`src/rtl/multi_clk_divider_if.sv`:
```
// Divisor-programming bus for multi_clk_divider: write strobe, channel, divisor, plus ack pulse and sticky error.
// The master drives a write for one cycle; ack or error follows one cycle later, and the bus never stalls.
interface multi_clk_divider_if #(
    parameter int CW = 20
);
    logic          cfg_wr_i;
    logic [2:0]    cfg_ch_i;
    logic [CW-1:0] cfg_div_i;
    logic          cfg_ack_o;
    logic          cfg_err_o;

    modport master (
        output cfg_wr_i,
        output cfg_ch_i,
        output cfg_div_i,
        input  cfg_ack_o,
        input  cfg_err_o
    );

    modport slave (
        input  cfg_wr_i,
        input  cfg_ch_i,
        input  cfg_div_i,
        output cfg_ack_o,
        output cfg_err_o
    );
endinterface

```
`src/rtl/multi_clk_divider.sv`:
```
// N-channel divided clock/tick generator with shadowed divisors that reload only at period boundaries, plus aligned-wrap strobe.
// Outputs lag the counters by one registered cycle; config writes are acked or flagged one cycle later and never stalled.
module multi_clk_divider #(
    parameter int                NCH      = 3,
    parameter int                CW       = 20,
    parameter logic [NCH*CW-1:0] DIV_INIT = {20'd300000, 20'd9375, 20'd3125}
) (
    input  logic               clk_200m,
    input  logic               cfg_rst_n,
    input  logic               run_i,
    input  logic               resync_i,
    input  logic [NCH-1:0]     ch_en_i,
    multi_clk_divider_if.slave cfg,
    output logic [NCH-1:0]     clk_o,
    output logic [NCH-1:0]     tick_o,
    output logic               align_o
);

    logic [CW-1:0]  cnt    [NCH];
    logic [CW-1:0]  div    [NCH];
    logic [CW-1:0]  shadow [NCH];
    logic [NCH-1:0] pend;
    logic [NCH-1:0] active;
    logic [NCH-1:0] wrap;
    logic [NCH-1:0] reload;
    logic [NCH-1:0] clk_nxt;
    logic           wr_ok;
    logic           wr_bad;

    always_comb begin
        active  = run_i ? ch_en_i : '0;
        wrap    = '0;
        reload  = '0;
        clk_nxt = '0;
        for (int k = 0; k < NCH; k++) begin
            // div is never below 2, so div-1 cannot underflow
            wrap[k]    = active[k] && (cnt[k] == div[k] - CW'(1));
            clk_nxt[k] = active[k] && (cnt[k] >= (div[k] >> 1));
            reload[k]  = pend[k] && (wrap[k] || !active[k] || resync_i);
        end
    end

    assign wr_ok  = cfg.cfg_wr_i && (int'(cfg.cfg_ch_i) < NCH) && (cfg.cfg_div_i >= CW'(2));
    assign wr_bad = cfg.cfg_wr_i && !wr_ok;

    always_ff @(posedge clk_200m) begin
        if (!cfg_rst_n) begin
            for (int k = 0; k < NCH; k++) begin
                cnt[k]    <= '0;
                div[k]    <= DIV_INIT[k*CW +: CW];
                shadow[k] <= DIV_INIT[k*CW +: CW];
            end
            pend          <= '0;
            clk_o         <= '0;
            tick_o        <= '0;
            align_o       <= 1'b0;
            cfg.cfg_ack_o <= 1'b0;
            cfg.cfg_err_o <= 1'b0;
        end else begin
            for (int k = 0; k < NCH; k++) begin
                if (resync_i || !active[k] || wrap[k]) begin
                    cnt[k] <= '0;
                end else begin
                    cnt[k] <= cnt[k] + CW'(1);
                end
                if (reload[k]) begin
                    div[k] <= shadow[k];
                end
                // A write landing on a reload cycle wins the pending flag; the old shadow is consumed now
                if (wr_ok && (cfg.cfg_ch_i == 3'(k))) begin
                    shadow[k] <= cfg.cfg_div_i;
                    pend[k]   <= 1'b1;
                end else if (reload[k]) begin
                    pend[k] <= 1'b0;
                end
            end
            clk_o         <= resync_i ? '0 : clk_nxt;
            tick_o        <= resync_i ? '0 : wrap;
            align_o       <= !resync_i && (|wrap) && (wrap == active);
            cfg.cfg_ack_o <= wr_ok;
            cfg.cfg_err_o <= cfg.cfg_err_o | wr_bad;
        end
    end

endmodule

```
`src/flat_wrapper.sv`:
```
// flat-port wrapper written by rule: the top's interface ports become plain ports
module multi_clk_divider_flat 
#(
    parameter int                NCH      = 3,
    parameter int                CW       = 20,
    parameter logic [NCH*CW-1:0] DIV_INIT = {20'd300000, 20'd9375, 20'd3125}
)
  (clk_200m, cfg_rst_n, run_i, resync_i, ch_en_i, clk_o, tick_o, align_o, cfg_cfg_wr_i, cfg_cfg_ch_i, cfg_cfg_div_i, cfg_cfg_ack_o, cfg_cfg_err_o);
  multi_clk_divider_if #(.CW(CW)) cfg_i ();
  input  logic clk_200m;
  input  logic cfg_rst_n;
  input  logic run_i;
  input  logic resync_i;
  input  logic [NCH-1:0] ch_en_i;
  output logic [NCH-1:0] clk_o;
  output logic [NCH-1:0] tick_o;
  output logic align_o;
  input wire logic [$bits(cfg_i.cfg_wr_i)-1:0] cfg_cfg_wr_i;
  input wire logic [$bits(cfg_i.cfg_ch_i)-1:0] cfg_cfg_ch_i;
  input wire logic [$bits(cfg_i.cfg_div_i)-1:0] cfg_cfg_div_i;
  output wire logic [$bits(cfg_i.cfg_ack_o)-1:0] cfg_cfg_ack_o;
  output wire logic [$bits(cfg_i.cfg_err_o)-1:0] cfg_cfg_err_o;
  assign cfg_i.cfg_wr_i = cfg_cfg_wr_i;
  assign cfg_i.cfg_ch_i = cfg_cfg_ch_i;
  assign cfg_i.cfg_div_i = cfg_cfg_div_i;
  assign cfg_cfg_ack_o = cfg_i.cfg_ack_o;
  assign cfg_cfg_err_o = cfg_i.cfg_err_o;
  multi_clk_divider #(.NCH(NCH), .CW(CW), .DIV_INIT(DIV_INIT)) u_core (.clk_200m(clk_200m), .cfg_rst_n(cfg_rst_n), .run_i(run_i), .resync_i(resync_i), .ch_en_i(ch_en_i), .cfg(cfg_i), .clk_o(clk_o), .tick_o(tick_o), .align_o(align_o));
endmodule
```
`config.mk`:
```
export PLATFORM = sky130hd
export DESIGN_NAME = multi_clk_divider_flat
export DESIGN_NICKNAME = d
export VERILOG_FILES = /design/src/rtl/multi_clk_divider_if.sv /design/src/rtl/multi_clk_divider.sv /design/src/flat_wrapper.sv
export SDC_FILE = /design/constraint.sdc
export NUM_CORES = 1
export LEC_CHECK = 0
export CAP_MARGIN = 20
export CELL_PAD_IN_SITES_DETAIL_PLACEMENT = 1
export CELL_PAD_IN_SITES_GLOBAL_PLACEMENT = 1
export CORE_AREA = 10 10 164 166
export DETAILED_ROUTE_END_ITERATION = 8
export DIE_AREA = 0 0 174 176
export PLACE_DENSITY = 0.9
export SLEW_MARGIN = 15
export SYNTH_ARGS = -nofsm -noshare
export SYNTH_HDL_FRONTEND = slang
export SYNTH_SLANG_ARGS = --single-unit
export TNS_END_PERCENT = 50
```
`constraint.sdc`:
```
create_clock -name clk_200m -period 4.9 [get_ports clk_200m]
set_input_delay 1.47 -clock clk_200m [delete_from_list [all_inputs] [get_ports clk_200m]]
set_output_delay 1.47 -clock clk_200m [all_outputs]
set_load 0.01 [all_outputs]
```
==> impl_metrics.csv, run 1 <==
group,metric,value,unit
yosys,async_flop_share,0,%
routing,via_per_inst,6.38,
sta,hold_violations,0,
floorplanning,die_area,30600,µm²
critical_path,critPathLaunch,"u_core.div[0][46]",
cts,cts_made_buffers,17,
critical_path,required,5190,ps
critical_path,arrival,5060,ps
critical_path,startpoint_type,"flop",
grt,track_usage,22.9,%
cts,cts.sinks,192,
run_status,status,"completed",
grt,grt_pass1_wl,56.1,mm
power,power_leakage,5.21,nW
sta,relSlewSlack,36.5,%
routing,drt-total-wl,35.7,mm
cts,ctsHtreeMaxLevel,4,
floorplanning,core_area,23800,µm²
cts,cts_tree,"yes",
yosys,ys_ff_latch,192,
sta,max_freq,210,MHz
critical_path,r2r_start,"u_core.div[0][46]",
critical_path,crit_path_frequent_cell,"or4_1",
final_layout,syn_to_final_growth,13.0,%
placement,portBuffers,39,
placement,placedCellCount,1456,
yosys,synth_edf_count,180,
critical_path,worst-setup-path-type,"reg -> reg",
routing,drtIter0Drc,1012,
sta,worst_slew_pin_slew,951,ps
cts,post_cts_buffers,0,
floorplanning,rows,57,
sta,tns,0,ps
placement,gp_congestion,0.850,
cts,cts.clk_slew.worst_paths,80,ps
routing,drt-wirelength-per-cell,23.9,µm
final_layout,fin_area,13200,µm²
sta,min_period,4770,ps
grt,grt_pass1_vias,9790,
floorplanning,die_height,176,µm
floorplanning,start_util,48.9,%
sta,fin_crit_sh,97.3,%
cts,cts_resized,0,
final_layout,fin_nets,1248,
critical_path,endpoint,"u_core.div[0][26]",
sta,setup_viol,0,
grt,grt.overflow.total,0,
yosys,synthCells,1076,
cts,clk-insertion-delay-late,450,ps
critical_path,rr_worst_depth,9,
routing,first_pass_iters,6,
yosys,yosysUniqueCellTypes,74,
min_path,holdPathStages,2,
routing,remaining_drc_errors,0,
flow_run,drv_cap,0,
power,ir_worst_vdd,0.167,mV
floorplanning,pin_count,40,
final_layout,regArea,5650,µm²
placement,post-dp-hpwl,23.8,mm
power,cellPowerDensity,283,nW/µm²
final_layout,fin_cells,1492,
routing,detail-route-antenna-nets,0,
critical_path,critPathSlowestCell,"nor4_1",
yosys,yosys_warnings,0,
grt,grt_max_degree,44,
min_path,hp-class,"reg -> reg",
critical_path,cp-end-kind,"flop",
yosys,avgSynthCellArea,10.8,µm²
final_layout,n_fill_cell,2584,
grt,antenna_found_initial,1,
placement,placed_area,12500,µm²
sta,clock-skew-final,24.2,ps
yosys,yosysSeqAreaShare,48.5,%
routing,num_vias,9514,
cts,clk_path_buf_depth,2,
critical_path,path_cells,"or4_1, nor4_1, xnor2_1, nand4_1, or4_1, o31ai_1, o21a_1, buf_4, o311a_1",
cts,ctsHoldBuffers,0,
critical_path,r2r_setup_slack,130,ps
final_layout,drive_above_1_share,6.08,%
sta,grt_setup_unrepaired,"no",
critical_path,critPathMaxFanout,26,
final_layout,final_util,55.2,%
floorplanning,die_x,174,µm
yosys,ys.flop_type,"edfxtp_1",
critical_path,slowest_delay,800,ps
sta,drv_slew,0,
cts,root_buffer,"clkbuf_16",
yosys,synthesis.area,11600,µm²
final_layout,multi_input_area,5710,µm²
critical_path,r2r-end,"u_core.div[0][26]",
-- cell families after synthesis --
group,after synthesis,synth area share [%]
adder cells (fa/ha/maj),63,6.77
other,1,0.0322
AND/OR/NAND/NOR,376,17.7
XOR/XNOR,121,9.10
AO/OA/AOI/OAI,191,13.2
buffers and inverters,131,4.61
multiplexers,1,0.0967
flip-flops,192,48.5
-- area by class of cell --
type / count / share of cell area (%)
well taps: 324 / 3.08
inverters: 74 / 2.11
diodes: 1 / 0.0190
clock inverters: 14 / 1.29
flip-flops and latches: 192 / 42.9
clock buffers: 18 / 3.26
multi-input cells: 812 / 43.4
repair buffers: 57 / 3.96
-- routing by layer --
metal  GRT usage (%)  wire, µm  part of all wire [%]  vias up
met1            27.5     14000                    39     4698
met3            5.17      2780                   7.8      126
met2            38.7     17500                    49      537
met5               0         0                     0        -
li1                -         -                     -     4153
met4            10.4      1400                   3.9        0
-- critical path, delay by kind of cell (launching register included) --
family | cells | cell delay (ps)
flops | 1 | 510
xor+xnor | 1 | 220
buf+inv | 1 | 410
simple gates | 4 | 2160
compound gates | 3 | 1300
-- state kept, by name, indices dropped and copies added (netlist names) --
register	cells
u_core.shadow	60
u_core.tick_o	3
u_core.cnt	60
u_core.pend	3
u_core.cfg.cfg_err_o	1
u_core.align_o	1
u_core.clk_o	3
u_core.cfg.cfg_ack_o	1
u_core.div	60
-- synth_stat cells, drive strengths merged, types with 11 or more instances --
master / n / area [µm²]
ha: 63 / 788
a31oi: 13 / 81.3
nand3: 38 / 190
a211oi: 11 / 82.6
a311o: 23 / 230
a21o: 24 / 180
dfxtp: 12 / 240
buf: 15 / 101
nand2: 41 / 154
xnor2: 61 / 534
clkbuf: 42 / 158
and2: 19 / 119
o21ai: 18 / 90.1
xor2: 60 / 526
nor4: 23 / 165
nor3: 25 / 141
inv: 73 / 274
nor2: 95 / 357
and3: 21 / 131
o311a: 38 / 380
a21oi: 16 / 80.1
or3: 28 / 175
edfxtp: 180 / 5410
nand4: 31 / 200
-- report_power, final --
part,total (W),internal (W),switching [W],leakage [nW]
registers,0.00196,0.00187,0.0000876,1.85
clock network,0.00145,0.000734,0.000720,0.289
logic,0.000315,0.000126,0.000188,3.07
-- layout by cell type, fill, tap and decap left out, types with 10 or more instances in the layout --
cell,instances
edfxtp_1,180
nor2_1,95
inv_1,73
ha_1,63
xnor2_1,61
xor2_1,60
conb_1,60
nand2_1,41
nand3_1,38
o311a_1,38
clkdlybuf4s50_1,38
nand4_1,30
or3_1,28
a21o_1,24
nor3_1,23
a311o_1,23
nor4_1,21
and3_1,21
and2_1,19
buf_4,18
clkbuf_16,17
o21ai_0,16
a21oi_1,16
dfxtp_1,12
a31oi_1,11
a211oi_1,11
nand2b_1,10
-- worst min path at each step --
stage	start	endpoint	slack (ps)
floorplan	u_core.pend[2]	u_core.pend[2]	440
finish	u_core.cfg.cfg_err_o	u_core.cfg.cfg_err_o	470
global placement	u_core.cfg.cfg_err_o	u_core.cfg.cfg_err_o	450
global route	u_core.cfg.cfg_err_o	u_core.cfg.cfg_err_o	510
detailed placement	u_core.cfg.cfg_err_o	u_core.cfg.cfg_err_o	460
CTS	u_core.cfg.cfg_err_o	u_core.cfg.cfg_err_o	480
-- through the flow --
step / setup slack (ps) / total power (W) / hold slack [ps]
after CTS: 234 / 0.00372 / 478
after global routing: 107 / 0.00383 / 508
after detailed placement: 329 / 0.00228 / 464
after floorplan: 858 / 0.00215 / 441
final: 130 / 0.00372 / 474
after global placement: 592 / 0.00225 / 454
Note: power is estimated with default switching activity, not from simulation.
==> run 2, diff against run 1 <==
--- a/config.mk
+++ b/config.mk
@@ -5,7 +5,7 @@
 export SDC_FILE = /design/constraint.sdc
 export NUM_CORES = 1
 export LEC_CHECK = 0
-export CAP_MARGIN = 20
+export CAP_MARGIN = 10
 export CELL_PAD_IN_SITES_DETAIL_PLACEMENT = 1
 export CELL_PAD_IN_SITES_GLOBAL_PLACEMENT = 1
 export CORE_AREA = 10 10 164 166
==> results of run 2 <==
Final layout, timing and power as in run 1 (identical DEF).
==> run 3, diff against run 2 <==
--- a/config.mk
+++ b/config.mk
@@ -12,6 +12,7 @@
 export DETAILED_ROUTE_END_ITERATION = 8
 export DIE_AREA = 0 0 174 176
 export PLACE_DENSITY = 0.9
+export SKIP_LAST_GASP = 1
 export SLEW_MARGIN = 15
 export SYNTH_ARGS = -nofsm -noshare
 export SYNTH_HDL_FRONTEND = slang
==> results of run 3 <==
Final layout, timing and power as in run 1 (identical DEF).
